[src/rtl/ahb_error_subordinate.sv]
// AHB-Lite default subordinate for decoder holes: ERROR or read-as-zero OKAY after WAIT_STATES waits.
// Define AHB_ERR_CAPTURE_EN to build the ERR_COUNT/ERR_ADDR/ERR_WRITE capture registers.
module ahb_error_subordinate #(
    parameter int ADDR_WIDTH = 32,
    parameter int DATA_WIDTH = 32,
    parameter int WAIT_STATES = 0,
    parameter int MODE = 0,
    parameter logic [DATA_WIDTH-1:0] RDATA_VALUE = '0,
    parameter int CNT_WIDTH = 16
) (
    input  logic                  HCLK,
    input  logic                  HRESETn,
    input  logic                  HSEL,
    input  logic [ADDR_WIDTH-1:0] HADDR,
    input  logic [1:0]            HTRANS,
    input  logic                  HWRITE,
    input  logic [2:0]            HSIZE,
    input  logic [2:0]            HBURST,
    input  logic [3:0]            HPROT,
    input  logic [DATA_WIDTH-1:0] HWDATA,
    input  logic                  HREADYin,
    output logic [DATA_WIDTH-1:0] HRDATA,
    output logic                  HRESP,
    output logic                  HREADYout,
    input  logic                  ERR_CLR,
    output logic [CNT_WIDTH-1:0]  ERR_COUNT,
    output logic [ADDR_WIDTH-1:0] ERR_ADDR,
    output logic                  ERR_WRITE
);

    typedef enum logic [1:0] {
        ST_IDLE,
        ST_WAIT,
        ST_RESP1,
        ST_RESP2
    } state_t;

    localparam logic [3:0] WAIT_LOAD  = 4'((WAIT_STATES > 0) ? WAIT_STATES - 1 : 0);
    localparam state_t     RESP_STATE = (MODE == 0) ? ST_RESP1 : ST_RESP2;

    state_t     state, state_nxt;
    logic [3:0] wait_cnt, wait_cnt_nxt;
    logic       pend_write, pend_write_nxt;
    logic       accept;
    logic       start;
    logic       unused_inputs;

    assign accept = HSEL & HREADYin & HTRANS[1];
    assign start  = accept && (state == ST_IDLE || state == ST_RESP2);

    // Only IDLE and RESP2 can take a new address phase; WAIT/RESP1 always run to completion.
    always_comb begin
        state_nxt      = state;
        wait_cnt_nxt   = wait_cnt;
        pend_write_nxt = pend_write;
        case (state)
            ST_IDLE, ST_RESP2: begin
                if (start) begin
                    pend_write_nxt = HWRITE;
                    wait_cnt_nxt   = WAIT_LOAD;
                    state_nxt      = (WAIT_STATES > 0) ? ST_WAIT : RESP_STATE;
                end else begin
                    state_nxt = ST_IDLE;
                end
            end
            ST_WAIT: begin
                if (wait_cnt == 4'd0) begin
                    state_nxt = RESP_STATE;
                end else begin
                    wait_cnt_nxt = wait_cnt - 4'd1;
                end
            end
            ST_RESP1: state_nxt = ST_RESP2;
            default:  state_nxt = ST_IDLE;
        endcase
    end

    always_ff @(posedge HCLK or negedge HRESETn) begin
        if (!HRESETn) begin
            state      <= ST_IDLE;
            wait_cnt   <= 4'd0;
            pend_write <= 1'b0;
            HREADYout  <= 1'b1;
            HRESP      <= 1'b0;
            HRDATA     <= '0;
        end else begin
            state      <= state_nxt;
            wait_cnt   <= wait_cnt_nxt;
            pend_write <= pend_write_nxt;
            HREADYout  <= !(state_nxt == ST_WAIT || state_nxt == ST_RESP1);
            HRESP      <= (state_nxt == ST_RESP1) || (state_nxt == ST_RESP2 && MODE == 0);
            HRDATA     <= (state_nxt == ST_RESP2 && MODE != 0 && !pend_write_nxt) ? RDATA_VALUE : '0;
        end
    end

`ifdef AHB_ERR_CAPTURE_EN
    logic [ADDR_WIDTH-1:0] pend_addr, pend_addr_nxt;
    logic [CNT_WIDTH-1:0]  err_count;
    logic [ADDR_WIDTH-1:0] err_addr;
    logic                  err_write;
    logic                  err_entry;

    assign pend_addr_nxt = start ? HADDR : pend_addr;
    // RESP1 never repeats, so being headed into it marks exactly one error per transfer.
    assign err_entry     = (state_nxt == ST_RESP1);

    always_ff @(posedge HCLK or negedge HRESETn) begin
        if (!HRESETn) begin
            pend_addr <= '0;
            err_count <= '0;
            err_addr  <= '0;
            err_write <= 1'b0;
        end else begin
            pend_addr <= pend_addr_nxt;
            if (ERR_CLR) begin
                err_count <= err_entry ? CNT_WIDTH'(1) : '0;
                err_addr  <= err_entry ? pend_addr_nxt : '0;
                err_write <= err_entry ? pend_write_nxt : 1'b0;
            end else if (err_entry) begin
                if (err_count != '1) begin
                    err_count <= err_count + CNT_WIDTH'(1);
                end
                err_addr  <= pend_addr_nxt;
                err_write <= pend_write_nxt;
            end
        end
    end

    assign ERR_COUNT     = err_count;
    assign ERR_ADDR      = err_addr;
    assign ERR_WRITE     = err_write;
    assign unused_inputs = ^{HTRANS[0], HSIZE, HBURST, HPROT, HWDATA};
`else
    assign ERR_COUNT     = '0;
    assign ERR_ADDR      = '0;
    assign ERR_WRITE     = 1'b0;
    assign unused_inputs = ^{HTRANS[0], HSIZE, HBURST, HPROT, HWDATA, HADDR, ERR_CLR};
`endif

endmodule

[config.mk]
export PLATFORM = sky130hd
export DESIGN_NAME = ahb_error_subordinate
export DESIGN_NICKNAME = d
export VERILOG_FILES = /design/src/rtl/ahb_error_subordinate.sv
export SDC_FILE = /design/constraint.sdc
export NUM_CORES = 1
export LEC_CHECK = 0
export CORE_MARGIN = 4
export CORE_UTILIZATION = 21
export DETAILED_ROUTE_END_ITERATION = 16
export PLACE_DENSITY_LB_ADDON = 0.1
export SLEW_MARGIN = 20
export SYNTH_ARGS = -nofsm -noshare
export SYNTH_HDL_FRONTEND = slang
export SYNTH_SLANG_ARGS = --single-unit
[constraint.sdc]
create_clock -name HCLK -period 1.7 [get_ports HCLK]
set_input_delay 0.255 -clock HCLK [delete_from_list [all_inputs] [get_ports HCLK]]
set_output_delay 0.255 -clock HCLK [all_outputs]
set_load 0.02 [all_outputs]
=== After elaboration in Yosys (flattened, before gate mapping) ===
Cells that the tools add are included.

* $add $sub $neg: 1
* Equal/unequal tests: 8
* Mux-type cells: 6
* Bitwise logic cells: 2
* Reductions and logical operators: 10

{| class="wikitable"
|+ Operators with widths
! operator !! number
|-
| == test 2 bit (second input constant) || 4
|-
| 2-to-1 mux 4 bit || 2
|-
| case mux 4 bit (2 select lines) || 1
|-
| case mux 2 bit (3 select lines) || 1
|-
| == test 2 x 1 -> 1 bit (second input constant) || 2
|-
| zero test 4 bit || 1
|-
| 2-to-1 mux 2 bit || 2
|-
| != test 2 bit (second input constant) || 2
|-
| subtractor 4 x 1 -> 4 bit (second input constant) || 1
|-
| logical OR 1 bit || 3
|-
| AND reduction 3 bit || 1
|-
| bitwise AND 1 bit || 2
|-
| zero test 2 bit || 1
|-
| nonzero test 2 bit || 1
|-
| OR reduction 2 bit || 1
|-
| logical AND 1 bit || 1
|-
| zero test 1 bit || 1
|}

* Bits in registers: 8
* Input bits: 82
* Output and inout port bits: 83

=== Depth between registers and ports, before layout ===
Gate-level depths: netlist (run 1).

* Depth after elaboration: 8
* Mapped depth: 6

=== Worst setup path after synthesis (run 1) ===
OpenSTA, ideal clock, no wires.

* Path type: register to register
* Start point: register, netlist name HRESP
* End point: register wait_cnt[2]
* Library setup time: 126 ps
* Arrival: 1,590 ps
* Required time: 1,574 ps
* Setup slack: -16 ps
* Stages on the path, launching flop included: 7
* Buffers on the path: 1
* Clock period less this slack: 1,716 ps
* Path through: dfrtp_1 > inv_1 > ha_1 > clkbuf_1 > inv_1 > o22ai_1 > a221o_1

{| class="wikitable"
|+ RTL lines
! element !! line !! source
|-
| to (signal assigned) || 88 || <nowiki>wait_cnt <= wait_cnt_nxt;</nowiki>
|-
| to (decl) || 42 || <nowiki>logic [3:0] wait_cnt, wait_cnt_nxt;</nowiki>
|}

=== Worst setup path after layout (run 1) ===
* Start point: register wait_cnt[1]
* End point: register wait_cnt[3]

* Word-level cells in the longest chain between the ends: 3
* Elaborated cells on any way between the ends: 6
* Classes of those cells: add/sub (1); eq/ne (1); mux (2); reduce/logical (2)

{| class="wikitable"
|+ RTL lines
! element !! line
|-
| subtractor 4 x 1 -> 4 bit / zero test 4 bit (equally long branches) || 70, 67
|-
| 2-to-1 mux 4 bit / != test 2 bit (equally long branches) || --
|-
| case mux 4 bit (2 select lines) / AND reduction 3 bit (equally long branches) || --
|}

Several ways; a longest one is shown, not always the timed one. The select of a mux whose other input is x is not followed.
A chain may end at the register's enable or synchronous reset.

==> reports/results.txt, run 1 <==
Run status: complete, no violations
Power per Cell Area: 1520 mW/mm²
Gp weighted congestion: 0.689
Vias in the first global route: 569
Worst voltage drop across the vdd grid: 0.000329 V
Effective utilization at floorplan: 0.218
Count of flip-flops with a built-in enable after synthesis: 0
Post-route antenna net violation count: 0
Worst hold margin: 0.297 ns
GRT Util Overall: 0.0549
Vias/cell: 2.99
Footprint of the flip-flops and latches: 178 µm²
Final instance count without filler cells: 220
Sequential share of the synthesized area: 0.157
Net count of the finished layout: 237
Maximum number of pins on one net before global-route repair: 9
Leading register cell type out of synthesis: dfrtp_1
Clock Root Buffer: clkbuf_8
Crit path to: wait_cnt[3]$_DFFE_PN0P_
Maximum fanout along the worst path: 3
Category of the most critical setup path: reg -> reg
Startpoint types: flip-flop
Top-level I/O count: 165
Final worst-path cycle share: 0.952
Filler cell count in the final layout: 601
Setup slack on the worst flop-to-flop path: 0.08 ns
Number of buffers added by the clock tree synthesis step: 3
Xor-xnor portion of the synthesized cell area: 0.00780
Area share of fa/ha/maj cells after synthesis: 0.0446
DRT Wirelength: 1930 µm
Number of antenna violations at the first check in global routing: 0
Post-Syn Area: 0.00112 mm²
Width of the die: 81.1 µm
Skew-Pair Late Insertion Delay: 0.23 ns
Synthesized-area fraction occupied by ao, oa, aoi and oai cells: 0.126
Required @ worst endpoint: 1.87 ns
First-pass DRT Iterations: 4
Wire length of the first global-routing pass: 2770 µm
Vias after detailed routing: 658
Number of H-tree branching levels: 1
Setup clock skew after layout: 0.00283 ns
Post-route standard cell area excluding fillers: 0.00107 mm²
Number of endpoints failing setup at the final stage: 0
Final global-route overflow total: 0
Die Height: 81.1 µm
Layout overhead on the synthesized area: -4.91%
Synthesized instance count: 135
Share of synthesized area spent on multiplexers: 0
Basic-gate share of the synthesized area counting and, or, nand and nor cells: 0.0892
Drt wl/cell: 8.76 µm
Number of buffers inserted by port buffering: 6
Worst Setup End Kind: flip-flop
Drt initial violations: 50
Summed negative setup slack over all endpoints: 0 ns
Capture point of the worst reg-to-reg path: wait_cnt[3]$_DFFE_PN0P_
Number of rows created at floorplan: 26
Leak Pwr: 0.547 nW
DPL Wire Length: 1660 µm
Combinational family with the most area after synthesis: buffers and inverters
Number of instances in the placed design: 214
Max-capacitance violation count: 0
Final period demand of the worst path: 1.62 ns
Clock tree from TritonCTS: yes
Clock slew at reported path FFs: 0.04 ns
Total count of hold-check failures in the final report: 0
Count of different cell masters after synthesis: 33
Warnings, synthesis: 0
Area after detailed placement: 0.00100 mm²
Total of flip-flops plus latches after synthesis: 7
Maximum clock insertion buffer count: 2
Hold buffer count at CTS: 0
Number of pins exceeding their max-slew limit in the final report: 0
RSZ-0062 raised after global routing: false
Floorplan core area: 0.00514 mm²
Beginning of the worst register-to-register path: wait_cnt[1]$_DFFE_PN0P_
CP arrival: 1.78 ns
Number of clock sinks: 7
Length in cells of the worst reg-to-reg path: 5
Ant diodes: 0
Crit. Startpoint: wait_cnt[1]$_DFFE_PN0P_
Number of DRC violations after detailed routing: 0
Async S/R FF share, synth: 1.00
Proportion of layout cells with a drive suffix above 1: 0.120
Per-instance average area after synthesis: 8.31 µm²
Total Die Area: 0.00658 mm²
Max Freq: 618 MHz
Min-delay worst type: in -> async
Multi-input logic area: 607 µm²
[per-layer routing]
metal / wire (µm) / global-route usage / up-vias
met5: 0 / 0 / -
met4: 4 / 0.0253 / 0
met3: 230 / 0.0177 / 2
met2: 1040 / 0.0961 / 45
met1: 657 / 0.0599 / 295
li1: - / - / 316
[worst min path at each step]
stage / start / to / slack (ns)
after floorplan: HRESETn / HRESP$_DFF_PN0_ / -0.04
after global placement: HRESETn / wait_cnt[2]$_DFFE_PN0P_ / 0.58
after detailed placement: HRESETn / wait_cnt[2]$_DFFE_PN0P_ / 0.56
after CTS: HRESETn / wait_cnt[2]$_DFFE_PN0P_ / 0.31
after global routing: HRESETn / wait_cnt[0]$_DFFE_PN0P_ / 0.34
final: HRESETn / wait_cnt[2]$_DFFE_PN0P_ / 0.30
[repair_timing]
item	CTS	global route
setup buffers	0	2
endpoints found under the setup margin	0	3
resized for setup	0	1
[layout make-up]
type,instances,area share
Multi-Input combinational cell,118,0.569
Sequential cell,7,0.166
Timing Repair Buffer,15,0.120
Tap cell,70,0.0821
Clock buffer,4,0.0422
Inverter,6,0.0211
[where the power goes]
part	switching [mW]	internal [mW]	total, mW	leakage, nW
Clock	0.0793	0.163	0.242	0.0228
Combinational	0.642	0.436	1.08	0.434
Sequential	0.0631	0.240	0.303	0.0901
Total	0.784	0.839	1.62	0.547
[stage by stage]
stage | utilization | setup WS (ns) | total power, mW
floorplan | - | 0.0593 | 1.17
global placement | 0.195 | 0.0672 | 1.34
detailed placement | 0.195 | 0.0551 | 1.33
CTS | 0.204 | 0.0426 | 1.58
global route | 0.208 | 0.00271 | 1.77
finish | 0.208 | 0.0824 | 1.62
[sequential cells by signal, indices dropped and copies added, names as in the netlist]
register / count
wait_cnt: 4
HREADYout: 1
HRESP: 1
state: 1
[cell usage after synthesis (2+ instances only)]
library cell | instances | area [µm²]
a22oi_1 | 3 | 22.5
a31oi_1 | 2 | 12.5
buf_4 | 81 | 608
clkbuf_1 | 3 | 11.3
dfrtp_1 | 6 | 150
ha_1 | 4 | 50.1
inv_1 | 6 | 22.5
nand2_1 | 2 | 7.51
nor2_1 | 3 | 11.3
nor3b_1 | 2 | 15.0
[worst max-delay path, cell delays in order, from the launching register on]
cell       delay (ns)
dfrtp_1          0.36
inv_1            0.08
ha_1             0.20
or4_4            0.44
a2111oi_4        0.33
a311o_1          0.15
[layout by cell type (no fill, tap or decap), drive strengths merged, types with 2 or more instances in the layout]
| cell | instances |
|---|---|
| o21ai | 2 |
| nor3b | 2 |
| a31oi | 2 |
| nand2 | 2 |
| dfrtp | 6 |
| ha | 4 |
| clkdlybuf4s50 | 6 |
| a22oi | 3 |
| conb | 81 |
| nand3 | 2 |
| buf | 9 |
| inv | 6 |
| nor2 | 3 |
| clkbuf | 4 |
[logic make-up (layout without fill, tap and decap cells)]
family	after synthesis	count (layout)
AO/OA/AOI/OAI	16	16
adder cells (fa/ha/maj)	4	4
AND/OR/NAND/NOR	16	16
other	1	81
flip-flops	7	7
XOR/XNOR	1	1
buffers and inverters	90	25
Note: power is estimated with default switching activity, not from simulation.
==> run 2: changes to the inputs <==
--- a/config.mk
+++ b/config.mk
@@ -9,6 +9,7 @@
 export CORE_UTILIZATION = 21
 export DETAILED_ROUTE_END_ITERATION = 16
 export PLACE_DENSITY_LB_ADDON = 0.1
+export RECOVER_POWER = 50
 export SLEW_MARGIN = 20
 export SYNTH_ARGS = -nofsm -noshare
 export SYNTH_HDL_FRONTEND = slang
==> reports/results.txt, run 2 (synthesis gave the netlist of run 1 again) <==
Run status: complete, no violations
Total Die Area: 0.00658 mm² (unchanged)
Maximum fanout along the worst path: 3 (unchanged)
Number of rows created at floorplan: 26 (unchanged)
Clock slew at reported path FFs: 0.04 ns (about the same)
Register containing the most flip-flops in the final layout: wait_cnt
Length in cells of the worst reg-to-reg path: 5 (unchanged)
Clock tree from TritonCTS: yes
Min-delay worst type: in -> async
Number of antenna violations at the first check in global routing: 0 (unchanged)
Power per Cell Area: 1520 mW/mm² (about the same)
Number of H-tree branching levels: 1 (unchanged)
Hold buffer count at CTS: 0 (unchanged)
Final global-route overflow total: 0 (unchanged)
Number of endpoints failing setup at the final stage: 0 (unchanged)
Max-capacitance violation count: 0 (unchanged)
Worst Setup End Kind: flip-flop
Setup slack on the worst flop-to-flop path: 0.08 ns (about the same)
Number of flip-flops in the largest register: 4 (unchanged)
Ant diodes: 0 (unchanged)
Proportion of layout cells with a drive suffix above 1: 0.120 (unchanged)
Required @ worst endpoint: 1.87 ns (about the same)
Die Height: 81.1 µm (unchanged)
Maximum number of pins on one net before global-route repair: 9 (unchanged)
First-pass DRT Iterations: 4 (unchanged)
Final worst-path cycle share: 0.952 (unchanged)
DRT Wirelength: 1930 µm (about the same)
Vias after detailed routing: 658 (unchanged)
Floorplan core area: 0.00514 mm² (unchanged)
Beginning of the worst register-to-register path: wait_cnt[1]$_DFFE_PN0P_
Number of clock sinks: 7 (unchanged)
DPL Wire Length: 1660 µm (unchanged)
Post-route standard cell area excluding fillers: 0.00107 mm² (unchanged)
Summed negative setup slack over all endpoints: 0 ns (unchanged)
Capture point of the worst reg-to-reg path: wait_cnt[3]$_DFFE_PN0P_
Number of buffers inserted by port buffering: 6 (unchanged)
Place WS: 0.0551 ns (unchanged)
Post-route antenna net violation count: 0 (unchanged)
Effective utilization at floorplan: 0.218 (unchanged)
GRT Util Overall: 0.0549 (unchanged)
Startpoint types: flip-flop
Worst voltage drop across the vdd grid: 0.000329 V (about the same)
Most frequent cells in the layout: conb_1 (81), buf_4 (9), inv_1 (6), clkdlybuf4s50_1 (5), dfrtp_1 (5)
Category of the most critical setup path: reg -> reg
Clock Root Buffer: clkbuf_8
Number of pins exceeding their max-slew limit in the final report: 0 (unchanged)
Setup clock skew after layout: 0.00283 ns (unchanged)
Wire length of the first global-routing pass: 2770 µm (unchanged)
Width of the die: 81.1 µm (unchanged)
Net count of the finished layout: 237 (unchanged)
Skew-Pair Late Insertion Delay: 0.23 ns (about the same)
Most frequent standard cell in the layout excluding fill and tap cells: conb_1
Gp weighted congestion: 0.689 (unchanged)
Area after detailed placement: 0.00100 mm² (unchanged)
Total count of hold-check failures in the final report: 0 (unchanged)
CP arrival: 1.78 ns (about the same)
Vias/cell: 2.99 (unchanged)
Leak Pwr: 0.547 nW (about the same)
Drt initial violations: 50 (unchanged)
Vias in the first global route: 569 (unchanged)
Top-level I/O count: 165 (unchanged)
Maximum clock insertion buffer count: 2 (unchanged)
Layout overhead on the synthesized area: -4.91% (unchanged)
Post-route worst setup slack: 0.0824 ns (unchanged)
Number of buffers added by the clock tree synthesis step: 3 (unchanged)
Max Freq: 618 MHz (unchanged)
Number of DRC violations after detailed routing: 0 (unchanged)
Drt wl/cell: 8.75 µm (about the same)
Final period demand of the worst path: 1.62 ns (unchanged)
RSZ-0062 raised after global routing: false
## run 2: final cells by class
cell class | instances | area [µm²]
Clock buffer | 4 | 45.0
Fill cell | 601 | 4070
Inverter | 6 | 22.5
Multi-Input combinational cell | 118 | 607
Sequential cell | 7 | 178
Tap cell | 70 | 87.6
Timing Repair Buffer | 15 | 128
## run 2: power breakdown
group	internal, mW	switching, mW
logic	0.435	0.642
registers	0.240	0.0631
clock network	0.163	0.0793
## run 2: worst max path at each step
stage	start	slack, ns	endpoint	depth (start not counted)
after detailed placement	wait_cnt[1]$_DFFE_PN0P_	0.06	wait_cnt[3]$_DFFE_PN0P_	5
after floorplan	HRESP$_DFF_PN0_	0.06	wait_cnt[2]$_DFFE_PN0P_	6
final	wait_cnt[1]$_DFFE_PN0P_	0.08	wait_cnt[3]$_DFFE_PN0P_	5
after global placement	HTRANS[1]	0.07	wait_cnt[2]$_DFFE_PN0P_	4
after CTS	wait_cnt[1]$_DFFE_PN0P_	0.04	wait_cnt[3]$_DFFE_PN0P_	5
after global routing	wait_cnt[1]$_DFFE_PN0P_	0.003	wait_cnt[3]$_DFFE_PN0P_	5
## run 2: worst max-delay path: stages (launching register included)
cell,delay (ns)
dfrtp_1,0.36
inv_1,0.08
ha_1,0.20
or4_4,0.44
a2111oi_4,0.33
a311o_1,0.15
## run 2: metrics by stage
step | hold slack, ns | std cells | total power, mW | util
6_report | 0.368 | 220 | 1.62 | 0.208
5_1_grt | 0.407 | 220 | 1.77 | 0.208
4_1_cts | 0.313 | 218 | 1.58 | 0.204
3_5_place_dp | 0.555 | 214 | 1.33 | 0.195
3_3_place_gp | 0.580 | 214 | 1.34 | 0.195
2_1_floorplan | -0.0406 | 215 | 1.17 | -
## run 2: per-layer routing
layer	global-route usage	vias up	part of all wire
li1	-	316	-
met1	0.0599	295	0.34
met2	0.0961	45	0.54
met3	0.0177	2	0.12
met4	0.0253	0	0.0021
met5	0	-	0
## run 2: what timing repair did
| action | 4_1_cts | 5_1_grt |
|---|---|---|
| hold endpoints to repair | 0 | 0 |
| gates resized for setup | 0 | 1 |
| setup buffers | 0 | 2 |
| endpoints found under the setup margin | 0 | 3 |
